[config.mk]
export PLATFORM = sky130hd
export DESIGN_NAME = bmd_wdma_ring_fsm_flat
export DESIGN_NICKNAME = d
export VERILOG_FILES = /design/src/rtl/bmd_wdma_pkg.sv /design/src/rtl/bmd_wdma_ring_fsm_if.sv /design/src/rtl/bmd_desc_fifo.sv /design/src/rtl/bmd_wdma_ring_fsm.sv /design/src/flat_wrapper.sv
export SDC_FILE = /design/constraint.sdc
export NUM_CORES = 1
export LEC_CHECK = 0
export ABC_AREA = 1
export ABC_CLOCK_PERIOD_IN_PS = 14000
export BUFFER_PORTS_ARGS = -buffer_cell sky130_fd_sc_hd__buf_2
export CAP_MARGIN = 20
export CORE_UTILIZATION = 49
export CTS_CLUSTER_SIZE = 20
export DETAILED_ROUTE_END_ITERATION = 8
export GPL_TIMING_DRIVEN = 0
export PLACE_DENSITY = 0.67
export SETUP_SLACK_MARGIN = 0.2
export SKIP_CTS_REPAIR_TIMING = 1
export SYNTH_ARGS = -nofsm -noshare
export SYNTH_HDL_FRONTEND = slang
export SYNTH_SLANG_ARGS = --single-unit
[constraint.sdc]
create_clock -name clk -period 14 [get_ports clk]
set_input_delay 0 -clock clk [delete_from_list [all_inputs] [get_ports clk]]
set_output_delay 0 -clock clk [all_outputs]
set_load 0.01 [all_outputs]
[src/rtl/bmd_wdma_pkg.sv]
// Shared encodings for the write-DMA ring sequencer: one-hot FSM states,
// IRQ status codes and the per-frame address stride helper.
package bmd_wdma_pkg;

  // One-hot FSM encodings
  localparam logic [5:0] S_IDLE      = 6'b000001;
  localparam logic [5:0] S_LOAD      = 6'b000010;
  localparam logic [5:0] S_WAIT_CC   = 6'b000100;
  localparam logic [5:0] S_DOING_DMA = 6'b001000;
  localparam logic [5:0] S_CHECK     = 6'b010000;
  localparam logic [5:0] S_STOPPED   = 6'b100000;

  typedef enum logic [3:0] {
    ST_NONE        = 4'b0000,
    ST_NEXT        = 4'b0001,
    ST_EMPTY_START = 4'b0010,
    ST_DONE_EMPTY  = 4'b0011,
    ST_STOP        = 4'b0100,
    ST_TIMEOUT     = 4'b1000
  } wdma_status_e;

  // Bytes written per frame: 4 * len * count, always formed in 32 bits.
  function automatic logic [31:0] frame_stride(input logic [9:0] len, input logic [15:0] cnt);
    logic [31:0] p;
    p = 32'(len) * 32'(cnt);
    return p << 2;
  endfunction

endpackage

[src/rtl/bmd_wdma_ring_fsm_if.sv]
// Link between the ring sequencer and the 64-bit MWr TLP engine.
interface bmd_wdma_ring_fsm_if #(parameter int ADDR_W = 40);
  logic [9:0]        mwr_len_i;
  logic [15:0]       mwr_count_i;
  logic              wdma_rst_o;
  logic              wdma_start_o;
  logic [ADDR_W-1:0] wdma_addr_o;
  logic              wdma_done_i;

  modport master (input  mwr_len_i, mwr_count_i, wdma_done_i,
                  output wdma_rst_o, wdma_start_o, wdma_addr_o);
  modport slave  (output mwr_len_i, mwr_count_i, wdma_done_i,
                  input  wdma_rst_o, wdma_start_o, wdma_addr_o);
endinterface

[src/rtl/bmd_desc_fifo.sv]
// Small synchronous FIFO of buffer descriptors with first-word fall-through
// read data and an occupancy count.
module bmd_desc_fifo #(
  parameter int W     = 56,
  parameter int DEPTH = 4
) (
  input  logic                     clk,
  input  logic                     clr_i,
  input  logic                     push_i,
  input  logic [W-1:0]             wdata_i,
  input  logic                     pop_i,
  output logic [W-1:0]             rdata_o,
  output logic                     full_o,
  output logic                     empty_o,
  output logic [$clog2(DEPTH):0]   level_o
);
  localparam int AW = $clog2(DEPTH);

  logic [W-1:0]  mem_q [DEPTH];
  logic [AW-1:0] wptr_q, rptr_q;
  logic [AW:0]   level_q;
  logic          push_ok, pop_ok;

  assign full_o  = (level_q == (AW+1)'(DEPTH));
  assign empty_o = (level_q == '0);
  assign push_ok = push_i & ~full_o;
  assign pop_ok  = pop_i & ~empty_o;
  assign rdata_o = mem_q[rptr_q];
  assign level_o = level_q;

  // Storage array; contents are don't-care until written
  always_ff @(posedge clk) begin
    if (push_ok && !clr_i) mem_q[wptr_q] <= wdata_i;
  end

  // Pointers and occupancy; simultaneous push and pop leave level unchanged
  always_ff @(posedge clk) begin
    if (clr_i) begin
      wptr_q  <= '0;
      rptr_q  <= '0;
      level_q <= '0;
    end else begin
      if (push_ok) wptr_q <= wptr_q + 1'b1;
      if (pop_ok)  rptr_q <= rptr_q + 1'b1;
      case ({push_ok, pop_ok})
        2'b10:   level_q <= level_q + 1'b1;
        2'b01:   level_q <= level_q - 1'b1;
        default: level_q <= level_q;
      endcase
    end
  end
endmodule

[src/rtl/bmd_wdma_ring_fsm.sv]
// Write-DMA ring sequencer: pops buffer descriptors, starts one DMA per CC
// timeframe, and reports buffer boundaries / termination through an IRQ.
module bmd_wdma_ring_fsm
  import bmd_wdma_pkg::*;
#(
  parameter int ADDR_W     = 40,
  parameter int DESC_DEPTH = 4,
  parameter int CNT_W      = 16,
  parameter int TIMEOUT_W  = 16
) (
  input  logic                        clk,
  input  logic                        rst_n,
  input  logic                        init_rst_i,
  input  logic [ADDR_W-1:0]           desc_addr_i,
  input  logic [CNT_W-1:0]            desc_frames_i,
  input  logic                        desc_valid_i,
  output logic                        desc_ready_o,
  output logic                        desc_err_o,
  output logic [$clog2(DESC_DEPTH):0] desc_level_o,
  input  logic                        wdma_start_i,
  input  logic                        wdma_stop_i,
  output logic                        wdma_running_o,
  input  logic                        timeframe_end_rise_i,
  bmd_wdma_ring_fsm_if.master         dma,
  output logic                        wdma_irq_o,
  output logic [3:0]                  wdma_status_o,
  output logic [CNT_W-1:0]            wdma_buf_ptr_o,
  output logic [CNT_W-1:0]            wdma_buf_seq_o,
  output logic                        cc_timeout_o
);
  logic                 srst;
  logic [5:0]           state_q, state_d;
  logic                 pop, push, fifo_full, fifo_empty;
  logic [ADDR_W-1:0]    fifo_addr;
  logic [CNT_W-1:0]     fifo_frames;
  logic [ADDR_W-1:0]    addr_q;
  logic [CNT_W-1:0]     frames_q, buf_ptr_q, buf_seq_q;
  logic [TIMEOUT_W-1:0] tmo_q;
  logic                 tf_q, stop_q, start_q, running_q, irq_q, err_q;
  logic                 from_idle_q, pend_q;
  wdma_status_e         status_q, pend_code_q;
  logic                 tmo;

  assign srst = ~rst_n | init_rst_i;
  assign tmo  = tmo_q[TIMEOUT_W-1];
  assign push = desc_valid_i & desc_ready_o & (desc_frames_i != '0);

  bmd_desc_fifo #(.W(ADDR_W + CNT_W), .DEPTH(DESC_DEPTH)) u_fifo (
    .clk     (clk),
    .clr_i   (srst),
    .push_i  (push),
    .wdata_i ({desc_addr_i, desc_frames_i}),
    .pop_i   (pop),
    .rdata_o ({fifo_addr, fifo_frames}),
    .full_o  (fifo_full),
    .empty_o (fifo_empty),
    .level_o (desc_level_o)
  );

  assign desc_ready_o     = ~fifo_full;
  assign desc_err_o       = err_q;
  assign wdma_running_o   = running_q;
  assign wdma_irq_o       = irq_q;
  assign wdma_status_o    = status_q;
  assign wdma_buf_ptr_o   = buf_ptr_q;
  assign wdma_buf_seq_o   = buf_seq_q;
  assign cc_timeout_o     = tmo;
  assign dma.wdma_start_o = start_q;
  assign dma.wdma_addr_o  = addr_q;
  assign dma.wdma_rst_o   = timeframe_end_rise_i & (state_q == S_WAIT_CC);

  // Next-state decode and descriptor pop strobe
  always_comb begin
    state_d = state_q;
    pop     = 1'b0;
    case (state_q)
      S_IDLE:      if (wdma_start_i) state_d = S_LOAD;
      S_LOAD:      if (!fifo_empty && !stop_q) begin
                     pop     = 1'b1;
                     state_d = S_WAIT_CC;
                   end else state_d = S_STOPPED;
      S_WAIT_CC:   if (tmo) state_d = S_STOPPED;
                   else if (tf_q) state_d = S_DOING_DMA;
      S_DOING_DMA: if (dma.wdma_done_i) state_d = S_CHECK;
      S_CHECK:     if (stop_q) state_d = S_STOPPED;
                   else if (buf_ptr_q == frames_q) state_d = S_LOAD;
                   else state_d = S_WAIT_CC;
      S_STOPPED:   state_d = S_STOPPED;
      default:     state_d = S_IDLE;
    endcase
  end

  // Sequencer datapath, IRQ generation and housekeeping counters
  always_ff @(posedge clk) begin
    if (srst) begin
      state_q     <= S_IDLE;
      addr_q      <= '0;
      frames_q    <= '0;
      buf_ptr_q   <= '0;
      buf_seq_q   <= '0;
      tmo_q       <= '0;
      tf_q        <= 1'b0;
      stop_q      <= 1'b0;
      start_q     <= 1'b0;
      running_q   <= 1'b0;
      irq_q       <= 1'b0;
      err_q       <= 1'b0;
      from_idle_q <= 1'b0;
      pend_q      <= 1'b0;
      status_q    <= ST_NONE;
      pend_code_q <= ST_NONE;
    end else begin
      state_q <= state_d;
      irq_q   <= 1'b0;
      tf_q    <= timeframe_end_rise_i;
      err_q   <= desc_valid_i && (desc_frames_i == '0);

      if (wdma_start_i || timeframe_end_rise_i) tmo_q <= '0;
      else if (!tmo)                            tmo_q <= tmo_q + 1'b1;

      if (state_d == S_STOPPED && state_q != S_STOPPED) stop_q <= 1'b0;
      else if (wdma_stop_i)                            stop_q <= 1'b1;

      case (state_q)
        S_IDLE: from_idle_q <= 1'b1;
        S_LOAD: begin
          buf_ptr_q   <= '0;
          from_idle_q <= 1'b0;
          if (pop) begin
            addr_q    <= fifo_addr;
            frames_q  <= fifo_frames;
            running_q <= 1'b1;
          end else begin
            // A buffer-boundary IRQ just went out in this cycle when we came
            // from CHECK, so the termination IRQ is deferred to STOPPED.
            running_q   <= 1'b0;
            pend_q      <= stop_q | from_idle_q;
            pend_code_q <= stop_q ? ST_STOP : ST_EMPTY_START;
          end
        end
        S_WAIT_CC: begin
          if (tmo) begin
            running_q <= 1'b0;
            irq_q     <= 1'b1;
            status_q  <= ST_TIMEOUT;
          end else if (tf_q) start_q <= 1'b1;
        end
        S_DOING_DMA: begin
          if (dma.wdma_done_i) begin
            start_q   <= 1'b0;
            addr_q    <= addr_q + ADDR_W'(frame_stride(dma.mwr_len_i, dma.mwr_count_i));
            buf_ptr_q <= buf_ptr_q + 1'b1;
          end
        end
        S_CHECK: begin
          if (stop_q) begin
            running_q <= 1'b0;
            irq_q     <= 1'b1;
            status_q  <= ST_STOP;
          end else if (buf_ptr_q == frames_q) begin
            irq_q     <= 1'b1;
            buf_seq_q <= buf_seq_q + 1'b1;
            status_q  <= fifo_empty ? ST_DONE_EMPTY : ST_NEXT;
          end
        end
        S_STOPPED: begin
          running_q <= 1'b0;
          if (pend_q) begin
            pend_q   <= 1'b0;
            irq_q    <= 1'b1;
            status_q <= pend_code_q;
          end
        end
        default: ;
      endcase
    end
  end
endmodule

[src/flat_wrapper.sv]
// flat-port wrapper written by rule: the top's interface ports become plain ports
module bmd_wdma_ring_fsm_flat import bmd_wdma_pkg::*;
#(
  parameter int ADDR_W     = 40,
  parameter int DESC_DEPTH = 4,
  parameter int CNT_W      = 16,
  parameter int TIMEOUT_W  = 16
)
  (clk, rst_n, init_rst_i, desc_addr_i, desc_frames_i, desc_valid_i, desc_ready_o, desc_err_o, desc_level_o, wdma_start_i, wdma_stop_i, wdma_running_o, timeframe_end_rise_i, wdma_irq_o, wdma_status_o, wdma_buf_ptr_o, wdma_buf_seq_o, cc_timeout_o, dma_mwr_len_i, dma_mwr_count_i, dma_wdma_done_i, dma_wdma_rst_o, dma_wdma_start_o, dma_wdma_addr_o);
  bmd_wdma_ring_fsm_if #(.ADDR_W(ADDR_W)) dma_i ();
  input  logic clk;
  input  logic rst_n;
  input  logic init_rst_i;
  input  logic [ADDR_W-1:0] desc_addr_i;
  input  logic [CNT_W-1:0] desc_frames_i;
  input  logic desc_valid_i;
  output logic desc_ready_o;
  output logic desc_err_o;
  output logic [$clog2(DESC_DEPTH):0] desc_level_o;
  input  logic wdma_start_i;
  input  logic wdma_stop_i;
  output logic wdma_running_o;
  input  logic timeframe_end_rise_i;
  output logic wdma_irq_o;
  output logic [3:0] wdma_status_o;
  output logic [CNT_W-1:0] wdma_buf_ptr_o;
  output logic [CNT_W-1:0] wdma_buf_seq_o;
  output logic cc_timeout_o;
  input wire logic [$bits(dma_i.mwr_len_i)-1:0] dma_mwr_len_i;
  input wire logic [$bits(dma_i.mwr_count_i)-1:0] dma_mwr_count_i;
  input wire logic [$bits(dma_i.wdma_done_i)-1:0] dma_wdma_done_i;
  output wire logic [$bits(dma_i.wdma_rst_o)-1:0] dma_wdma_rst_o;
  output wire logic [$bits(dma_i.wdma_start_o)-1:0] dma_wdma_start_o;
  output wire logic [$bits(dma_i.wdma_addr_o)-1:0] dma_wdma_addr_o;
  assign dma_i.mwr_len_i = dma_mwr_len_i;
  assign dma_i.mwr_count_i = dma_mwr_count_i;
  assign dma_i.wdma_done_i = dma_wdma_done_i;
  assign dma_wdma_rst_o = dma_i.wdma_rst_o;
  assign dma_wdma_start_o = dma_i.wdma_start_o;
  assign dma_wdma_addr_o = dma_i.wdma_addr_o;
  bmd_wdma_ring_fsm #(.ADDR_W(ADDR_W), .DESC_DEPTH(DESC_DEPTH), .CNT_W(CNT_W), .TIMEOUT_W(TIMEOUT_W)) u_core (.clk(clk), .rst_n(rst_n), .init_rst_i(init_rst_i), .desc_addr_i(desc_addr_i), .desc_frames_i(desc_frames_i), .desc_valid_i(desc_valid_i), .desc_ready_o(desc_ready_o), .desc_err_o(desc_err_o), .desc_level_o(desc_level_o), .wdma_start_i(wdma_start_i), .wdma_stop_i(wdma_stop_i), .wdma_running_o(wdma_running_o), .timeframe_end_rise_i(timeframe_end_rise_i), .dma(dma_i), .wdma_irq_o(wdma_irq_o), .wdma_status_o(wdma_status_o), .wdma_buf_ptr_o(wdma_buf_ptr_o), .wdma_buf_seq_o(wdma_buf_seq_o), .cc_timeout_o(cc_timeout_o));
endmodule
==> flow_metrics.tcl <==
set metrics [dict create \
    p_per_area_nw_per_um2 168 \
    gp_congestion 0.913 \
    synth_top_family_by_area "simple AND/OR/NAND/NOR gates" \
    finalWorstSetupSlack_ps 7320 \
    start_kind "input port" \
    gr-total-overflow 0 \
    ioPinCount 176 \
    cp_max_fo 10 \
    crit_top_cell "inv_1" \
    start_util 0.497 \
    drv_cap 0 \
    dieArea_um2 45800 \
    rows 77 \
    cts_tree "done" \
    drv_slew 0 \
    tightest_slew_ps 772 \
    grt_pass1_wl_um 96700 \
    ys_ff_latch 357 \
    crit_type "in -> reg" \
    grt_antenna_before_repair 2 \
    htreeDepth 2 \
    slowest_stage "fa_1" \
    path_buf_inv 8 \
    drt-total-wl_um 60600 \
    fill_cells 4069 \
    synthSimpleGateAreaFrac 0.188 \
    grt_use_total 0.265 \
    coreArea_um2 44300 \
    mostFrequentLayoutCell "nand2_1" \
    cp_data_arrival_time_ps 7140 \
    violations "hold timing" \
    syn_area_um2 22000 \
    clk_latency_ps 540 \
    die_y_um 214 \
    grt_max_degree 26 \
    yosysSeqAreaShare 0.426 \
    cts-root-buf "clkbuf_16" \
    crit_family "adder cells" \
    cts_buffers 38 \
    hpwl_um 46000 \
    hp-class "in -> reg" \
    synth_edf_count 224 \
    grt_pass1_vias 18049 \
    p_sw_mw 1.80 \
    worst_path_largest_cell_delay_ps 540 \
    fin_crit_sh 0.477 \
    muxShareOfSynthArea 0 \
    slew_headroom 0.485 \
    clock-sinks 357 \
    clkPwrFrac 0.248 \
    layout_common_cells "nand2_1, inv_1, nor2_1" \
    vias_per_cell 5.31 \
    fin_skew_ps 22.1 \
    dp_cells 3328 \
    synth.net_count 2879 \
    final_util 0.580 \
    clockBufferDepth 3 \
    finalNonFillerCells 3456 \
    drcViolationCount 0 \
    p_int_mw 2.50 \
    nets 3137 \
    fmax_mhz 150 \
    finalSetupViolations 0 \
    hold_viol_final 1 \
    path_clk_slew_ps 60 \
    avgSynthCellArea_um2 8.54 \
    yosys.area_share.adder 0.157 \
    ys.flop_type "edfxtp_1" \
    dr.pass1.iters 5 \
    yosys_warnings 0 \
    leakage_nw 11.5 \
    final_antenna_net_count 0 \
    die_w_um 214 \
    rsz0062_at_grt "false" \
    syn_inst 2579 \
    period_minus_slack_ps 6680 \
    status "finished with violations" \
    p_comb_frac 0.489 \
    synthXorXnorAreaFrac 0.0258 \
    num_vias 18362 \
    irDropWorstVdd_uv 128 \
    ys_types 56 \
    async_reset_ff_frac 0 \
    seqPwrFrac 0.262 \
    tns_ps 0 \
    swShare 0.419 \
    cp-end-kind "flop" \
    hold-worst-slack_ps -18.4 \
    wire_per_inst_um 17.5 \
    first_iter_violations 1307 \
    area_growth_pct 16.6 \
    place_ws_ps 6870 \
    synth_compound_area_frac 0.113 \
    drive_above_1_share 0.0996 \
    io_buffer_count 149 \
    worstPathRequired_ps 14460 \
]
-- power by group through the flow --
stage,Combinational [mW],Clock [mW],Sequential (mW)
2_1_floorplan,1.56,0,1.15
3_3_place_gp,2.06,0,1.15
3_5_place_dp,2.06,0,1.15
4_1_cts,2.09,1.08,1.13
5_1_grt,2.41,1.12,1.13
6_report,2.11,1.07,1.13
-- final timing paths --
path         slack (ps)  depth (start not counted)                          to         startpoint
max                7320                         30  u_core.dma.wdma_addr_o[37]   dma_mwr_len_i[2]
min                 -20                          5  u_core.dma.wdma_addr_o[12]         init_rst_i
max reg2reg       11120                         12    u_core.u_fifo.level_o[2]  u_core.state_q[2]
min reg2reg         450                          2            u_core.tmo_q[14]   u_core.tmo_q[14]
-- cell type report --
class                   count  area, µm²  share of cell area
inverters                 392       1470              0.0574
repair buffers            218       1550              0.0605
multi-input cells        1719      10700               0.417
well taps                 592        741              0.0288
plain buffers             111        500              0.0195
diodes                      2       5.00            0.000195
clock buffers              45       1020              0.0396
flip-flops and latches    357       9390               0.365
clock inverters            20        309              0.0120
-- layer usage --
| metal | vias up | global-route usage | wire (µm) |
|---|---|---|---|
| met1 | 8732 | 0.352 | 25900 |
| met3 | 98 | 0.0322 | 3340 |
| met5 | - | 0 | 0 |
| met4 | 0 | 0.0824 | 1520 |
| met2 | 571 | 0.453 | 29800 |
| li1 | 8961 | - | - |
-- state kept, by name, indices dropped and copies added (netlist names), 2 cells and up, named ones only --
| register | count |
|---|---|
| u_core.wdma_buf_seq_o | 16 |
| u_core.tmo_q | 16 |
| u_core.wdma_status_o | 4 |
| u_core.frames_q | 16 |
| u_core.pend_code_q | 2 |
| u_core.state_q | 6 |
| u_core.dma.wdma_addr_o | 40 |
| u_core.u_fifo.level_o | 3 |
| u_core.u_fifo.wptr_q | 2 |
| u_core.wdma_buf_ptr_o | 16 |
| u_core.u_fifo.rptr_q | 2 |
| u_core.u_fifo.mem_q | 224 |
-- cells in the mapped netlist (3+ instances only) --
master / number / area, µm²
o21ai_1: 3 / 15.0
inv_1: 383 / 1440
nand2_1: 548 / 2060
a211oi_1: 5 / 37.5
o21ai_0: 161 / 806
fa_1: 112 / 2240
inv_2: 7 / 26.3
clkbuf_1: 71 / 267
nor3_1: 44 / 220
o21bai_1: 7 / 52.6
nor3b_1: 3 / 22.5
nand3_1: 70 / 350
buf_4: 4 / 30.0
nor2_2: 4 / 25.0
buf_1: 6 / 22.5
ha_1: 98 / 1230
edfxtp_1: 224 / 6730
buf_6: 5 / 56.3
a31oi_1: 30 / 188
nand3b_1: 7 / 52.6
or2_2: 3 / 18.8
buf_2: 23 / 115
a21oi_1: 197 / 986
o21a_1: 6 / 45.0
and3_1: 4 / 25.0
dfxtp_1: 133 / 2660
nor2_1: 253 / 950
nand4_1: 27 / 169
xor2_1: 33 / 289
nor4_1: 12 / 75.1
a221oi_1: 22 / 193
xnor2_1: 32 / 280
a31o_2: 3 / 26.3
o22ai_1: 9 / 56.3
-- per-stage QoR --
step	total power [mW]	cell area, µm²	hold WS, ps
4_1_cts	4.30	25100	-347
5_1_grt	4.66	25700	45.7
3_5_place_dp	3.22	23700	216
2_1_floorplan	2.71	22000	98.9
3_3_place_gp	3.21	23500	210
6_report	4.31	25700	-18.4
-- cells by family after synthesis --
group,Yosys count
buffers and inverters,503
and+or+nand+nor,992
AOI/OAI and AO/OA,452
DFF,357
adders and majority gates,210
xor gates and xnor gates,65
-- worst register-to-register path, cell delays in order (launching register included) --
cell and delay [ps]:
dfxtp_1 320, nor2_2 200, nand4_4 220, nor2_1 430
clkbuf_1 470, ha_1 240, inv_1 70, fa_1 380
nor2_1 110, nor2_1 40, nand2_1 70, o21ai_0 70
a21oi_1 160
Note: power is estimated with default switching activity, not from simulation.
